**src/rtl/mult_controller_pkg.sv**
```systemverilog
// Shared definitions for the sequential 32x32 shift-and-add multiplier.
package mult_controller_pkg;

    localparam int DATA_W   = 32;
    localparam int ITER_CNT = 32;
    localparam int CNT_W    = 6;

    typedef enum logic [1:0] {
        ST_IDLE = 2'b00,
        ST_RUN  = 2'b01,
        ST_DONE = 2'b10
    } state_t;

endpackage : mult_controller_pkg

```
**src/rtl/adder32.sv**
```systemverilog
// Shared 32-bit ripple/carry adder used by the multiplier datapath.
module adder32 (
    input  logic [31:0] a,
    input  logic [31:0] b,
    input  logic        c_in,
    output logic [31:0] sum,
    output logic        c_out
);

    assign {c_out, sum} = {1'b0, a} + {1'b0, b} + {32'd0, c_in};

endmodule : adder32

```
**src/rtl/mult_controller.sv**
```systemverilog
// Sequential unsigned 32x32 multiplier: one shift-and-add iteration per
// clock through a single shared adder32, 32 iterations per product.
module mult_controller
    import mult_controller_pkg::*;
(
    input  logic                  clk,
    input  logic                  reset,
    input  logic                  start,
    input  logic [DATA_W-1:0]     A,
    input  logic [DATA_W-1:0]     B,
    output logic                  busy,
    output logic                  done,
    output logic [2*DATA_W-1:0]   product
);

    state_t                 state_r;
    state_t                 next_state_s;
    logic [CNT_W-1:0]       count_r;
    logic [DATA_W-1:0]      hi_r;
    logic [DATA_W-1:0]      lo_r;
    logic [DATA_W-1:0]      mcand_r;
    logic                   busy_r;
    logic                   done_r;
    logic [DATA_W-1:0]      sum_s;
    logic                   c_out_s;
    logic [2*DATA_W-1:0]    next_prod_s;

    // Partial-product accumulation: hi + mcand, carry-in always zero.
    adder32 u_adder (
        .a     (hi_r),
        .b     (mcand_r),
        .c_in  (1'b0),
        .sum   (sum_s),
        .c_out (c_out_s)
    );

    // Next-state decode; the last RUN iteration is the one where count is 31.
    always_comb begin
        next_state_s = state_r;
        case (state_r)
            ST_IDLE: begin
                if (start) begin
                    next_state_s = ST_RUN;
                end else begin
                    next_state_s = ST_IDLE;
                end
            end
            ST_RUN: begin
                if (count_r == CNT_W'(ITER_CNT - 1)) begin
                    next_state_s = ST_DONE;
                end else begin
                    next_state_s = ST_RUN;
                end
            end
            ST_DONE: begin
                next_state_s = ST_IDLE;
            end
            default: begin
                next_state_s = ST_IDLE;
            end
        endcase
    end

    // One shift-and-add step: add mcand into hi when the current multiplier
    // bit is set, then shift the 65-bit {carry, hi, lo} right by one.
    always_comb begin
        next_prod_s = {hi_r, lo_r};
        if (lo_r[0]) begin
            next_prod_s = {c_out_s, sum_s, lo_r[DATA_W-1:1]};
        end else begin
            next_prod_s = {1'b0, hi_r, lo_r[DATA_W-1:1]};
        end
    end

    // State register plus registered status flags derived from the next state.
    always_ff @(posedge clk) begin
        if (reset) begin
            state_r <= ST_IDLE;
            busy_r  <= 1'b0;
            done_r  <= 1'b0;
        end else begin
            state_r <= next_state_s;
            busy_r  <= (next_state_s != ST_IDLE);
            done_r  <= (next_state_s == ST_DONE);
        end
    end

    // Datapath: operand capture on accept, one iteration per RUN cycle,
    // otherwise everything holds so the product stays readable.
    always_ff @(posedge clk) begin
        if (reset) begin
            count_r <= {CNT_W{1'b0}};
            hi_r    <= {DATA_W{1'b0}};
            lo_r    <= {DATA_W{1'b0}};
            mcand_r <= {DATA_W{1'b0}};
        end else begin
            case (state_r)
                ST_IDLE: begin
                    if (start) begin
                        mcand_r <= A;
                        lo_r    <= B;
                        hi_r    <= {DATA_W{1'b0}};
                        count_r <= {CNT_W{1'b0}};
                    end else begin
                        mcand_r <= mcand_r;
                        lo_r    <= lo_r;
                        hi_r    <= hi_r;
                        count_r <= count_r;
                    end
                end
                ST_RUN: begin
                    {hi_r, lo_r} <= next_prod_s;
                    count_r      <= count_r + CNT_W'(1);
                end
                default: begin
                    mcand_r <= mcand_r;
                    lo_r    <= lo_r;
                    hi_r    <= hi_r;
                    count_r <= count_r;
                end
            endcase
        end
    end

    assign busy    = busy_r;
    assign done    = done_r;
    assign product = {hi_r, lo_r};

endmodule : mult_controller

```
**config.mk**
```make
export PLATFORM = sky130hd
export DESIGN_NAME = mult_controller
export DESIGN_NICKNAME = d
export VERILOG_FILES = /design/src/rtl/mult_controller_pkg.sv /design/src/rtl/adder32.sv /design/src/rtl/mult_controller.sv
export SDC_FILE = /design/constraint.sdc
export NUM_CORES = 1
export LEC_CHECK = 0
export ABC_CLOCK_PERIOD_IN_PS = 7100
export BUFFER_PORTS_ARGS = -buffer_cell sky130_fd_sc_hd__buf_2
export CORE_MARGIN = 4
export CORE_UTILIZATION = 57
export CTS_CLUSTER_SIZE = 40
export DETAILED_ROUTE_END_ITERATION = 16
export GPL_TIMING_DRIVEN = 0
export PLACE_DENSITY = 0.88
export SLEW_MARGIN = 10
export SYNTH_ARGS = -nofsm -noshare
export SYNTH_HDL_FRONTEND = slang
export SYNTH_SLANG_ARGS = --single-unit
```
**constraint.sdc**
```tcl
create_clock -name clk -period 7.1 [get_ports clk]
set_input_delay 1.42 -clock clk [delete_from_list [all_inputs] [get_ports clk]]
set_output_delay 1.42 -clock clk [all_outputs]
set_load 0.01 [all_outputs]
```
==> flow_summary.ini <==
[status]
outcome = complete, no violations

[clocking]
cts_hold_buf = 0
cts-buffers-inserted = 9
post_cts_resized = 0
clk_latency_ns = 0.38
cts_root_buf = clkbuf_8
cts_max_level = 3
cts_setup_buffers = 0
cts_sinks = 106
clk_path_buf_depth = 2
clkSlewWorstSetupHoldPaths_ns = 0.11
cts_tree = done

[min_path]
worstHoldEndpoint = mcand_r[9]
min_path_type = reg -> reg
min_path_cells = 2
worstHoldStart = mcand_r[9]

[logic_synthesis]
synth-edff-count = 0
synthArstFlopShare_pct = 0
ys.flop_type = dfxtp_1
ys_seq_area_share_pct = 34.8
syn_avg_cell_area_sq_um = 7.47
synthCells = 816
synth_cell_types = 56
ys_ff_latch = 106
synth_nets = 917
syn-cell-area_sq_um = 6090
ys_warn_count = 0

[setup_path]
r2r_slack_ns = 4.13
critPathCaptureType = flip-flop
cp.required_ns = 7.34
r2r-end = hi_r[27]
startpoint_type = flip-flop
crit_path_max_fanout = 4
cp.arrival_ns = 3.22
regToRegStartpoint = hi_r[0]
rr_worst_depth = 9
critical_path_class = reg -> reg

[power_and_ir_drop]
p_int_mw = 0.853
p_clk_share_pct = 29.3
p_seq_share_pct = 52.0
swShare_pct = 31.8
power_switching_mw = 0.398
pwr-share-comb_pct = 18.8
powerDensity_nw_per_um2 = 176
p_total_mw = 1.25
p_leak_nw = 3.11
ir_drop_mv = 0.102

[drt]
postRouteAntennaNets = 0
vias_per_cell = 5.72
num_vias = 6276
drc = 0
wl_per_cell_um = 15.2
dr.pass1.iters = 6
drt-initial-drc-count = 674
drt_wl_total_mm = 16.7

[placed_design]
post-place-cells = 1082
portBuffers = 130
routabilityCongestion = 0.967
hpwl_mm = 12.6

[timing]
fin_crit_sh_pct = 41.9
relSlewSlack_pct = 36.1
setup_viol = 0
fin_crit_ns = 2.97
worstMarginPinSlew_ns = 0.947
fin_skew_ns = 0.0134
final_max_slew_viol_count = 0
rsz0062_at_grt = no
setup-tns-final_ns = 0
fmax_mhz = 336
hold_viol = 0

[floorplan]
die_width_um = 111
die_area_sq_um = 12400
fp.dieH_um = 111
start_util_pct = 58.7
core_area_sq_um = 10400
rows = 37
io_pins = 133

[finish]
seq_area_sq_um = 2120
nNetsFinal = 1058
antennaDiodeCount = 0
area_growth_pct = 16.6
layout.cells.non_filler = 1098
multi_input_area_sq_um = 3720
drive_above_1_share_pct = 16.7
fillers = 936

[grt]
grt_overflow_total = 0
antenna_found_initial = 0
grt_max_degree = 20
grt_pass1_wl_mm = 28.1
grtUsageTotal_pct = 26.5
grt_pass1_vias = 5968

[flow_run]
maxCapViolCount = 0
[layer usage]
metal	vias to the layer above	global-route usage, %	wire length [um]
li1	3154	-	-
met1	2821	36.8	7530
met2	266	42.3	7470
met3	35	3.75	1320
met4	0	9.49	408
met5	-	0	0
[through the flow]
stage          setup slack [ns]  util [%]  instance area [sq um]  hold WS (ns)
2_1_floorplan              4.39         -                   6090         0.440
3_3_place_gp               3.94      66.7                   6910         0.449
3_5_place_dp               3.88      66.7                   6910         0.452
4_1_cts                    4.26      68.5                   7100         0.467
5_1_grt                    3.97      68.5                   7100         0.488
6_report                   4.13      68.5                   7100         0.464
[Yosys cell counts (all sizes together), types with 2 or more instances]
| cell type | count | area share [%] |
|---|---|---|
| or2 | 3 | 0.31 |
| inv | 10 | 0.62 |
| a31oi | 5 | 0.51 |
| a222oi | 3 | 0.49 |
| nor2b | 32 | 3.3 |
| ha | 33 | 6.8 |
| nand4 | 6 | 0.62 |
| o21ai | 19 | 1.6 |
| or3 | 4 | 0.41 |
| nor2 | 143 | 8.8 |
| xnor2 | 15 | 2.2 |
| o2111ai | 3 | 0.43 |
| mux2i | 3 | 0.49 |
| clkbuf | 50 | 3.1 |
| a21o | 6 | 0.74 |
| o2bb2ai | 2 | 0.29 |
| dfxtp | 106 | 35 |
| a211oi | 7 | 0.86 |
| a2111oi | 2 | 0.60 |
| o211ai | 7 | 0.86 |
| mux2 | 2 | 0.37 |
| nand2b | 6 | 0.62 |
| and2 | 2 | 0.21 |
| xor2 | 11 | 1.6 |
| nand2 | 95 | 5.9 |
| nand3 | 10 | 0.90 |
| a311oi | 2 | 0.29 |
| nor3b | 2 | 0.25 |
| and3 | 5 | 0.51 |
| o21bai | 5 | 0.62 |
| buf | 6 | 0.43 |
| a21oi | 107 | 8.9 |
| o21a | 6 | 0.74 |
| a22oi | 27 | 3.3 |
| o22ai | 20 | 2.2 |
| nor3 | 37 | 3.0 |
[worst max-delay path by stage]
stage	start	to	slack, ns
floorplan	start	hi_r[9]	4.39
global placement	start	hi_r[15]	3.94
detailed placement	start	hi_r[30]	3.88
CTS	start	hi_r[30]	4.26
global route	hi_r[0]	hi_r[27]	3.97
finish	hi_r[0]	hi_r[27]	4.13
[power groups by stage]
stage / sequential [mW] / combinational [mW] / clock (mW)
floorplan: 0.669 / 0.145 / 0
global placement: 0.662 / 0.227 / 0
detailed placement: 0.664 / 0.232 / 0
CTS: 0.650 / 0.233 / 0.367
global route: 0.654 / 0.264 / 0.393
finish: 0.650 / 0.235 / 0.366
[registers in the layout, indices dropped and copies added (netlist names)]
signal and count:
busy 1, mcand_r 32, lo_r 32, hi_r 32, done 1, count_r 6, state_r 2
[worst max-delay path: stages (launching register included)]
cell       delay [ns]
dfxtp_1          0.39
ha_1             0.22
fa_1             0.23
a21oi_1          0.11
o211ai_1         0.39
nand3_1          0.12
o311ai_0         0.80
a2bb2oi_1        0.26
xor2_1           0.21
o22ai_1          0.09
[cell families after synthesis]
kind of cell,share of synthesized area (%)
buf+inv,4.13
compound gates,24.2
xor+xnor,3.74
mux,0.863
fa+ha+maj,7.11
flops,34.8
simple gates,25.2
[layout make-up]
cell class,instances,share of cell area (%)
multi-input combinational,644,52.4
timing repair buffer,130,9.16
tap,136,2.40
clock buffer,10,1.80
sequential,106,29.9
inverter,10,0.529
clock inverter,6,0.846
buffer,56,3.01
[cell usage in the layout (no fill, tap or decap), types with 27 or more instances in the layout]
master and n:
buf_2 133, dfxtp_1 106, a22oi_1 27, clkbuf_1 51, a21oi_1 105, nor2_1 143
nor3_1 37, ha_1 33, nor2b_1 32, nand2_1 95
(Power assumes the default switching activity.)
